==> src/rtl/sr_pkg.sv <==
// Shared types and constants for the set/reset command front end.
package sr_pkg;

    typedef enum logic {SR_IDLE, SR_LOCK} sr_state_e;

    localparam logic PRIO_S = 1'b0;
    localparam logic PRIO_R = 1'b1;

endpackage

==> src/rtl/sr_cmd_gen_if.sv <==
// Request/command bundle between the raw request source and the flop driver.
interface sr_cmd_if;

    logic set_in;
    logic clr_in;
    logic s;
    logic r;
    logic busy;
    logic conflict;

    modport master (
        output set_in, clr_in,
        input  s, r, busy, conflict
    );

    modport slave (
        input  set_in, clr_in,
        output s, r, busy, conflict
    );

endinterface

==> src/rtl/sr_debounce.sv <==
// Run-length debouncer: the output follows the input once it has differed
// for DB_CYCLES consecutive samples; rise flags a debounced rising edge.
module sr_debounce #(
    parameter int DB_CYCLES = 4
) (
    input  logic clk,
    input  logic rst,
    input  logic din,
    output logic dout,
    output logic rise
);

    localparam int CW = (DB_CYCLES > 1) ? $clog2(DB_CYCLES) : 1;
    localparam logic [CW-1:0] CNT_MAX = CW'(DB_CYCLES - 1);

    logic [CW-1:0] cnt;
    logic          db_p1;

    always_ff @(posedge clk) begin
        if (rst) begin
            cnt   <= '0;
            dout  <= 1'b0;
            db_p1 <= 1'b0;
        end else begin
            db_p1 <= dout;
            if (din == dout) begin
                cnt <= '0;
            end else if (cnt == CNT_MAX) begin
                dout <= din;
                cnt  <= '0;
            end else begin
                cnt <= cnt + 1'b1;
            end
        end
    end

    // db_p1 lags dout by one edge, so rise is high for exactly one cycle
    assign rise = dout & ~db_p1;

endmodule

==> src/rtl/sr_cmd_gen.sv <==
// Debounced set/clear command generator: one-cycle s/r pulses, never both,
// separated by a lockout window; collisions resolved by PRIO_RESET.
module sr_cmd_gen
    import sr_pkg::*;
#(
    parameter int DB_CYCLES  = 4,
    parameter int LOCKOUT    = 2,
    parameter bit PRIO_RESET = 1'b1
) (
    input  logic     clk,
    input  logic     rst,
    sr_cmd_if.slave  bus
);

    localparam int LW = (LOCKOUT > 1) ? $clog2(LOCKOUT) : 1;
    localparam logic [LW-1:0] LOCK_LOAD = LW'(LOCKOUT - 1);

    sr_state_e     state;
    logic [LW-1:0] lock_cnt;
    logic          pend_s, pend_r;
    logic          s_q, r_q, busy_q, conflict_q;

    logic db_s, db_r;
    logic rise_s, rise_r;
    logic ev_s, ev_r;
    logic cand_s, cand_r;

    sr_debounce #(.DB_CYCLES(DB_CYCLES)) u_db_set (
        .clk  (clk),
        .rst  (rst),
        .din  (bus.set_in),
        .dout (db_s),
        .rise (rise_s)
    );

    sr_debounce #(.DB_CYCLES(DB_CYCLES)) u_db_clr (
        .clk  (clk),
        .rst  (rst),
        .din  (bus.clr_in),
        .dout (db_r),
        .rise (rise_r)
    );

    assign ev_s   = rise_s & db_s;
    assign ev_r   = rise_r & db_r;
    assign cand_s = pend_s | ev_s;
    assign cand_r = pend_r | ev_r;

    always_ff @(posedge clk) begin
        if (rst) begin
            state      <= SR_IDLE;
            lock_cnt   <= '0;
            pend_s     <= 1'b0;
            pend_r     <= 1'b0;
            s_q        <= 1'b0;
            r_q        <= 1'b0;
            busy_q     <= 1'b0;
            conflict_q <= 1'b0;
        end else begin
            s_q        <= 1'b0;
            r_q        <= 1'b0;
            conflict_q <= 1'b0;
            case (state)
                SR_IDLE: begin
                    if (cand_s | cand_r) begin
                        if (cand_s & cand_r) begin
                            // Loser of a collision is dropped, not deferred
                            conflict_q <= 1'b1;
                            if (PRIO_RESET == PRIO_R) r_q <= 1'b1;
                            else                      s_q <= 1'b1;
                        end else begin
                            s_q <= cand_s;
                            r_q <= cand_r;
                        end
                        pend_s   <= 1'b0;
                        pend_r   <= 1'b0;
                        lock_cnt <= LOCK_LOAD;
                        busy_q   <= 1'b1;
                        state    <= SR_LOCK;
                    end
                end
                SR_LOCK: begin
                    pend_s <= pend_s | ev_s;
                    pend_r <= pend_r | ev_r;
                    if (lock_cnt == '0) begin
                        busy_q <= 1'b0;
                        state  <= SR_IDLE;
                    end else begin
                        lock_cnt <= lock_cnt - 1'b1;
                    end
                end
                default: begin
                    busy_q <= 1'b0;
                    state  <= SR_IDLE;
                end
            endcase
        end
    end

    assign bus.s        = s_q;
    assign bus.r        = r_q;
    assign bus.busy     = busy_q;
    assign bus.conflict = conflict_q;

endmodule

==> src/flat_wrapper.sv <==
// flat-port wrapper written by rule: the top's interface ports become plain ports
module sr_cmd_gen_flat import sr_pkg::*;
#(
    parameter int DB_CYCLES  = 4,
    parameter int LOCKOUT    = 2,
    parameter bit PRIO_RESET = 1'b1
)
  (clk, rst, bus_set_in, bus_clr_in, bus_s, bus_r, bus_busy, bus_conflict);
  sr_cmd_if bus_i ();
  input  logic clk;
  input  logic rst;
  input wire logic [$bits(bus_i.set_in)-1:0] bus_set_in;
  input wire logic [$bits(bus_i.clr_in)-1:0] bus_clr_in;
  output wire logic [$bits(bus_i.s)-1:0] bus_s;
  output wire logic [$bits(bus_i.r)-1:0] bus_r;
  output wire logic [$bits(bus_i.busy)-1:0] bus_busy;
  output wire logic [$bits(bus_i.conflict)-1:0] bus_conflict;
  assign bus_i.set_in = bus_set_in;
  assign bus_i.clr_in = bus_clr_in;
  assign bus_s = bus_i.s;
  assign bus_r = bus_i.r;
  assign bus_busy = bus_i.busy;
  assign bus_conflict = bus_i.conflict;
  sr_cmd_gen #(.DB_CYCLES(DB_CYCLES), .LOCKOUT(LOCKOUT), .PRIO_RESET(PRIO_RESET)) u_core (.clk(clk), .rst(rst), .bus(bus_i));
endmodule
==> config.mk <==
export PLATFORM = sky130hd
export DESIGN_NAME = sr_cmd_gen_flat
export DESIGN_NICKNAME = d
export VERILOG_FILES = /design/src/rtl/sr_pkg.sv /design/src/rtl/sr_cmd_gen_if.sv /design/src/rtl/sr_debounce.sv /design/src/rtl/sr_cmd_gen.sv /design/src/flat_wrapper.sv
export SDC_FILE = /design/constraint.sdc
export NUM_CORES = 1
export LEC_CHECK = 0
export BUFFER_PORTS_ARGS = -buffer_cell sky130_fd_sc_hd__buf_2
export CORE_MARGIN = 2
export CORE_UTILIZATION = 39
export DETAILED_ROUTE_END_ITERATION = 8
export PLACE_DENSITY = 0.61
export SYNTH_ARGS = -nofsm -noshare
export SYNTH_HDL_FRONTEND = slang
export SYNTH_HIERARCHICAL = 1
export SYNTH_SLANG_ARGS = --single-unit
==> constraint.sdc <==
create_clock -name clk -period 1.6 [get_ports clk]
set_clock_uncertainty 0.05 [all_clocks]
set_input_delay 0.16 -clock clk [delete_from_list [all_inputs] [get_ports clk]]
set_output_delay 0.16 -clock clk [all_outputs]
set_load 0.05 [all_outputs]
==> flow_summary.ini, run 1 <==
[outcome]
status = complete, no violations

[synthesis]
syn_area_per_cell_sq_um = 11.95
ys_ff_latch = 16
synth_seq_area_share_pct = 57.02
synth.top_cell.area_share_pct = 57.02
syn_area_sq_um = 561.8
synth_most_common_cell = dfxtp_1
yosysTopAreaCell = dfxtp_1
synth_edf_count = 0
synthTopCellsByArea = dfxtp_1 57%, nor4b_2 5.3%, ha_1 4.5%
ys_async_sr_fraction_pct = 0
synth_nets = 53
synth_cell_types = 19
yosysWarnings = 6
synth_commonest_cells = 16 x dfxtp_1, 5 x nor2_1, 4 x nor2b_1
syn_inst = 47
synthFlopType = dfxtp_1

[final_layout]
area_growth_pct = 13.59
layout.cells.non_filler = 72
drive_gt1_share_pct = 26.32
top_regs = u_core/u_db_clr/cnt (2), u_core/u_db_set/cnt (2)
finalInstanceArea_sq_um = 638.1
finalNetCount = 65
antenna_cells = 0
post-route-util_pct = 48.43

[floorplanning]
die_area_sq_um = 1760
rows = 13
die_x_microns = 41.96
ioPinCount = 8
initial_core_util_pct = 42.64
die_h_microns = 41.96
core_sq_um = 1318

[grt]
grt_pass1_vias = 320
antenna_found_initial = 0
overflow = 0
grtUsageTotal_pct = 9.477
grt_max_degree = 13
grt_pass1_wl_microns = 1248

[placed_design]
placed_area_sq_um = 615.6
hpwl_microns = 545.8
gp_congestion = 0.6572
buffer_ports.inserted = 7
dp.cells = 69

[worst_setup_path]
cp_data_required_time_ns = 1.72
crit_path_end_kind = register
critPathMaxFanout = 5
crit_type = register to register
cp-start-kind = register
cpPeakStageDelay_ns = 0.37
cp.arrival_ns = 1.29
cp_cell_sequence = nor2b_1 -> a21oi_4 -> nand2_2 -> a32o_1
r2r_cells = 4
cp_slowest_cell = dfxtp_1

[pwr]
powerDensity_nw_per_um2 = 978.0
vdd_ir_drop_max_mv = 0.5394
finalPower_mw = 0.6241
p_leak_nw = 0.2764

[drt]
vias_per_cell = 4.889
drc = 0
postRouteAntennaNets = 0
via_count = 352
firstDrtPassIters = 4
initialDrtViolationCount = 3
routed_wl_microns = 740
avgRoutedWirePerCell_microns = 10.28

[clocking]
path_clk_slew_ns = 0.08
hold_buffers = 0
cts_tree = yes
cts-resized-gates = 0
postCtsSetupRepairBufs = 0
numCtsBuffers = 3
cts_sinks = 16
clockBufferDepth = 2
clock_tree.root_cell = clkbuf_4
htreeDepth = 1
worstSkewPairLatency_ns = 0.27

[timing]
period_needed_ns = 1.172
worst_pin_slew_ns = 0.2409
slew_headroom_pct = 83.83
finalCritPeriodShare_pct = 73.27
setup_viol = 0
tns_ns = 0
fmax_ghz = 0.8530
hold_viol_final = 0
drv_slew = 0
rsz0062_at_grt = false

[hold_path]
hold_depth = 3
hp-class = input port to register

[job]
drv_cap = 0
-- metrics by stage --
stage | hold slack [ns] | worst slack, ns
finish | 0.09674 | 0.4277
global route | 0.1034 | 0.3474
CTS | 0.08707 | 0.4224
detailed placement | 0.3805 | 0.4297
global placement | 0.3743 | 0.4323
floorplan | 0.1816 | 0.4845
-- worst paths after layout --
kind	slack [ns]	from	to
max reg2reg	0.43	u_core/u_db_clr/dout	u_core/bus.busy
min	0.1	bus_set_in	u_core/u_db_set/dout
min reg2reg	0.39	u_core/u_db_clr/cnt[0]	u_core/u_db_clr/cnt[0]
max	0.43	u_core/u_db_clr/dout	u_core/bus.busy
-- kinds of logic (layout without fill, tap and decap cells) --
logic type | Yosys count | after routing | share of synthesized area [%]
XOR/XNOR | 2 | 2 | 3.119
buffers and inverters | 1 | 11 | 0.6675
adder cells (fa/ha/maj) | 2 | 2 | 4.454
AO/OA/AOI/OAI | 5 | 5 | 9.356
AND/OR/NAND/NOR | 19 | 19 | 21.83
multiplexers | 2 | 2 | 3.564
flip-flops | 16 | 16 | 57.02
-- routing by layer --
metal  vias up  global-route usage (%)  part of all wire [%]  wire, microns
met5         -                       0                     0              0
met4         0                   1.935                     0              0
met3         0                   6.522                   5.5             41
met2         7                   12.81                    44            326
met1       158                   12.33                    50            371
li1        187                       -                     -              -
-- critical path: cells and delay by family, from the launching register on --
kind               cells  cell delay (ns)
DFF                    1             0.37
and+or+nand+nor        2             0.26
AOI/OAI and AO/OA      2             0.39
-- final cells by class --
cell class	count	area, sq um
clock buffer	3	22.52
fill	133	679.4
inverter	1	3.754
multi-input combinational	30	237.7
sequential	16	320.3
tap	15	18.77
timing repair buffer	7	35.03
-- cells in the final DEF, fill, tap and decap left out --
master	synthesis	layout
ha_1	2	2
a21oi_4	1	1
mux2i_1	2	2
nand2_2	1	1
xnor2_1	2	2
nor2b_1	4	4
a32o_1	1	1
nor2_1	5	5
dfxtp_1	16	16
inv_1	1	1
nand2b_1	1	1
nor4_1	3	3
buf_2	0	7
nor4b_2	2	2
o211a_1	1	1
nor3_1	1	1
nand2_1	1	1
clkbuf_4	0	3
o21a_1	1	1
and3b_1	1	1
a21oi_2	1	1
-- power by group --
part | total [mW] | internal, mW | switching, mW
Sequential | 0.406 | 0.403 | 0.00273
Combinational | 0.0244 | 0.0111 | 0.0134
Clock | 0.194 | 0.0871 | 0.106
(Power assumes the default switching activity.)
==> run 2: changes to the inputs <==
==> constraint.sdc (replaced) <==
create_clock -name clk -period 1.1 [get_ports clk]
set_clock_uncertainty 0.05 [all_clocks]
set_input_delay 0.11 -clock clk [delete_from_list [all_inputs] [get_ports clk]]
set_output_delay 0.11 -clock clk [all_outputs]
set_load 0.05 [all_outputs]
==> run 2 against run 1 <==
  * Maximum frequency increased by 8.7%
  * Cell count grew 8.3%
  * Core utilization increased by 5.3 points
  * Combinational power increased by 53%
  * Worst setup slack got worse by 0.41 ns
  * Via count grew 5.1%
  * Sequential share of layout area down 4.6 points
  * Critical path type unchanged
==> flow_summary.ini, run 2 (synthesized netlist as in run 1, its figures left out) <==
[outcome]
status = complete, no violations

[worst_setup_path]
cp_data_required_time_ns = 1.22
r2r_cells = 4
crit_type = register to register
cp-start-kind = register
worstReg2RegStart = u_core/u_db_clr/dout
critPathMaxFanout = 3
crit_path_end_kind = register
r2r_setup_slack_ns = 0.02
r2r-end = u_core/bus.busy
cp.arrival_ns = 1.20

[clocking]
numCtsBuffers = 3
worstSkewPairLatency_ns = 0.27
hold_buffers = 0
htreeDepth = 1
cts_sinks = 16
clockBufferDepth = 2
path_clk_slew_ns = 0.08
cts_tree = yes
clock_tree.root_cell = clkbuf_4

[hold_path]
min_to = u_core/u_db_set/dout
hp-class = input port to register
hp-start = bus_set_in
hold_depth = 3

[grt]
use_met1_pct = 11.70
grt_pass1_vias = 337
antenna_found_initial = 0
grt_max_degree = 13
busiest_layer = met2
use_met2_pct = 14.06
use_met3_pct = 5.652
grt_pass1_wl_microns = 1304
overflow = 0
grtUsageTotal_pct = 10.26

[pwr]
power.internal_mw = 0.7312
finalPower_mw = 0.9117
p_comb_share_pct = 4.1
vdd_ir_drop_max_mv = 0.6777
switching_share_pct = 19.80
seq_power_share_pct = 64.8
p_switching_mw = 0.1805
powerDensity_nw_per_um2 = 1287
p_leak_nw = 0.3080
power_frac_clock_pct = 31.1

[floorplanning]
rows = 13
ioPinCount = 8
die_h_microns = 41.96
core_sq_um = 1318
die_x_microns = 41.96
die_area_sq_um = 1760
initial_core_util_pct = 42.64

[timing]
fmax_ghz = 0.9273
setup_slack_ns = 0.02157
finalHoldWorstSlack_ns = 0.04702
hold_viol_final = 0
rsz0062_at_grt = true
finalCritPeriodShare_pct = 98.04
slew_headroom_pct = 82.55
period_needed_ns = 1.078
drv_slew = 0
worst_pin_slew_ns = 0.2599
setup_viol = 0

[placed_design]
buffer_ports.inserted = 7
gp_congestion = 0.6842
hpwl_microns = 537.5
place_ws_ns = 0.01647

[final_layout]
final_common_cell = dfxtp_1
area_growth_pct = 26.06
top_regs = u_core/u_db_clr/cnt (2), u_core/u_db_set/cnt (2)
post-route-util_pct = 53.75
finalNetCount = 71
antenna_cells = 0
mostFrequentLayoutCells = 14 x dfxtp_1, 7 x buf_2, 6 x buf_4, 5 x nor2_1
drive_gt1_share_pct = 39.68
fillers = 122

[job]
drv_cap = 0

[drt]
firstDrtPassIters = 2
avgRoutedWirePerCell_microns = 10.27
initialDrtViolationCount = 4
routed_wl_microns = 801
vias_per_cell = 4.744
postRouteAntennaNets = 0
drc = 0
via_count = 370
## run 2: changes by cell type in the layout (fill, tap and decap cells not counted)
cell / previous run / this run
nor2b_1: 4 / 2
a21oi_4: 1 / 2
buf_4: 0 / 6
dfxtp_2: 0 / 2
dfxtp_1: 16 / 14
a21oi_2: 1 / 0
nor2b_4: 0 / 2
## run 2: timing repair
item | in CTS | in global routing
hold endpoints to repair | 0 | 0
resized for setup | 0 | 7
buffers inserted | 0 | 2
endpoints found under the setup margin | 0 | 4
## run 2: area by class of cell
type	count	area [sq um]	share of cell area, %
flip-flops and latches	16	322.8	45.58
repair buffers	13	80.08	11.31
clock buffers	3	22.52	3.180
multi-input cells	30	260.3	36.75
inverters	1	3.754	0.5300
well taps	15	18.77	2.650
## run 2: power groups by stage
stage | clock network [mW] | logic [mW] | registers [mW]
after floorplan | 0 | 0.0201 | 0.604
after global placement | 0 | 0.0366 | 0.604
after detailed placement | 0 | 0.0370 | 0.604
after CTS | 0.305 | 0.0370 | 0.591
after global routing | 0.317 | 0.0447 | 0.592
final | 0.284 | 0.0374 | 0.591
## run 2: worst max-delay path, cell delays in order (launching register included)
cell and delay [ns]:
dfxtp_2 0.33, nor2b_4 0.13, a21oi_4 0.17, nand2_2 0.08
a32o_1 0.21
## run 2: how the worst max path moves through the flow
stage,start,end,cells past startpoint
floorplan,u_core/u_db_clr/dout,u_core/state,4
global placement,u_core/u_db_set/dout,u_core/bus.busy,4
detailed placement,u_core/u_db_set/dout,u_core/state,4
CTS,u_core/u_db_clr/dout,u_core/state,4
global route,u_core/u_db_clr/dout,u_core/bus.busy,4
finish,u_core/u_db_clr/dout,u_core/bus.busy,4
## run 2: layer usage
metal,wire length [microns],up-vias
met5,0,-
met4,15,0
met3,38,4
met2,338,5
met1,409,158
li1,-,203
## run 2: metrics by stage
stage          std cells  setup TNS (ns)  cell area (sq um)
5_1_grt               78        -0.04258              708.2
3_5_place_dp          73               0              645.6
6_report              78               0              708.2
3_3_place_gp          73               0              645.6
2_1_floorplan         47               0              561.8
4_1_cts               76               0              668.1
==> run 3: changes to the inputs <==
--- a/config.mk
+++ b/config.mk
@@ -9,6 +9,7 @@
 export CORE_MARGIN = 2
 export CORE_UTILIZATION = 39
 export DETAILED_ROUTE_END_ITERATION = 8
+export GPL_TIMING_DRIVEN = 0
 export PLACE_DENSITY = 0.61
 export SYNTH_ARGS = -nofsm -noshare
 export SYNTH_HDL_FRONTEND = slang
==> run 3 against run 2 <==
  * Global-route usage down 0.45 points
  * Power down 0.94%
  * Clock power down 1%
  * Sequential share of layout area up 1.1 points
  * Sequential cell count unchanged
  * Sequential power down 0.8%
  * Cell count down 2.6%
  * Critical path depth unchanged
  * Count of clock-buffer cells in the layout unchanged
  * Register-to-register slack about the same
  * Core utilization down 0.47 points
  * Routed wire length down 4.5%
  * Largest cell class unchanged
  * Highest routed layer is now met3
==> flow_summary.ini, run 3 (synthesized netlist as in run 1, its figures left out) <==
[job]
drv_cap = 0

[pwr]
power_frac_clock_pct = 31.0
finalPower_mw = 0.9031
vdd_ir_drop_max_mv = 0.7720
power.internal_mw = 0.7263
p_comb_share_pct = 4.1
p_leak_nw = 0.2996
seq_power_share_pct = 64.9
switching_share_pct = 19.58
powerDensity_nw_per_um2 = 1287
p_switching_mw = 0.1769

[final_layout]
mostFrequentLayoutCells = 14 x dfxtp_1, 7 x buf_2, 5 x nor2_1
finalInstanceArea_sq_um = 701.9
area_growth_pct = 24.94
post-route-util_pct = 53.28
antenna_cells = 0
finalNetCount = 69
final_common_cell = dfxtp_1
drive_gt1_share_pct = 37.70
fillers = 116
multi_input_comb_area_sq_um = 260.3
layout.cells.non_filler = 76
regArea_sq_um = 327.8
top_regs = u_core/u_db_clr/cnt (2), u_core/u_db_set/cnt (2)

[worst_setup_path]
cp_data_required_time_ns = 1.22
r2r_cells = 4
worst-path-buf-inv = 0
path_depth = 4
path_delay_family = flip-flops
critPathMaxFanout = 3
crit_type = register to register
cp-start-kind = register
cp.arrival_ns = 1.21
cpPeakStageDelay_ns = 0.36
cp_cell_sequence = nor2b_4 -> a21oi_4 -> nand2_2 -> a32o_1
crit_path_end_kind = register
cp_slowest_cell = dfxtp_4

[timing]
fmax_ghz = 0.9199
slew_headroom_pct = 83.62
setup_viol = 0
worst_pin_slew_ns = 0.2439
tns_ns = 0
drv_slew = 0
finalCritPeriodShare_pct = 98.82
hold_viol_final = 0
period_needed_ns = 1.087
rsz0062_at_grt = true

[clocking]
cts_sinks = 16
clockBufferDepth = 2
htreeDepth = 1
worstSkewPairLatency_ns = 0.27
path_clk_slew_ns = 0.08
numCtsBuffers = 3
cts_tree = yes
clock_tree.root_cell = clkbuf_4

[drt]
avgRoutedWirePerCell_microns = 10.07
vias_per_cell = 4.974
postRouteAntennaNets = 0
firstDrtPassIters = 3
via_count = 378
routed_wl_microns = 765
drc = 0
initialDrtViolationCount = 8

[grt]
grt_pass1_vias = 350
grtUsageTotal_pct = 9.811
grt_pass1_wl_microns = 1338
antenna_found_initial = 0
grt_max_degree = 13
overflow = 0

[hold_path]
hp-class = input port to register
hold_depth = 3

[floorplanning]
rows = 13
ioPinCount = 8
core_sq_um = 1318
die_area_sq_um = 1760
die_h_microns = 41.96
die_x_microns = 41.96
initial_core_util_pct = 42.64

[outcome]
status = complete, no violations

[placed_design]
buffer_ports.inserted = 7
placed_area_sq_um = 615.6
dp.cells = 69
gp_congestion = 0.6709
hpwl_microns = 536.2
==> run 3: cell count changes in the layout (fill, tap and decap cells not counted), sizes merged <==
cell	change
buf	-2
==> run 3: timing repair <==
item,4_1_cts,5_1_grt
gates cloned,0,0
setup buffers,4,0
pin swaps,4,4
gates resized for setup,8,2
setup endpoints to repair,5,5
hold buffers,0,0
hold endpoints to repair,0,0
==> run 3: routing by layer <==
metal | vias to the layer above | wire length, microns | track usage [%]
li1 | 195 | - | -
met1 | 178 | 370 | 10.90
met2 | 5 | 352 | 16.25
met3 | 0 | 43 | 5.652
met4 | 0 | 0 | 1.935
met5 | - | 0 | 0
==> run 3: worst reg2reg max path, delay by kind of cell (launching register included) <==
kind / cells / cell delay, ns
flip-flops: 1 / 0.36
AO/OA/AOI/OAI: 2 / 0.36
AND/OR/NAND/NOR: 2 / 0.22
==> run 3: area by class of cell <==
class,count,share of cell area (%)
inverters,1,0.5348
multi-input cells,30,37.08
repair buffers,11,9.804
flip-flops and latches,16,46.70
clock buffers,3,3.209
well taps,15,2.674
==> run 3: metrics by stage <==
stage / hold WS (ns) / worst slack [ns]
after floorplan: 0.1316 / 0.007116
after global placement: 0.3363 / -0.06773
after detailed placement: 0.3324 / -0.06777
after CTS: 0.04068 / -0.01396
after global routing: 0.09550 / -0.03335
final: 0.04549 / 0.01295
==> run 3: path summary, 6_finish.rpt <==
path	slack, ns	start	to
worst min-delay path	0.05	bus_set_in	u_core/u_db_set/dout
worst max register to register	0.01	u_core/u_db_set/dout	u_core/bus.busy
worst max-delay path	0.01	u_core/u_db_set/dout	u_core/bus.busy
worst min register to register	0.38	u_core/u_db_clr/cnt[0]	u_core/u_db_clr/cnt[0]
==> run 3: power by group through the flow <==
stage          Clock, mW  Sequential [mW]  Combinational (mW)
5_1_grt            0.309            0.587              0.0434
3_5_place_dp           0            0.605              0.0362
2_1_floorplan          0            0.604              0.0201
3_3_place_gp           0            0.604              0.0352
6_report           0.280            0.586              0.0375
4_1_cts            0.293            0.586              0.0380
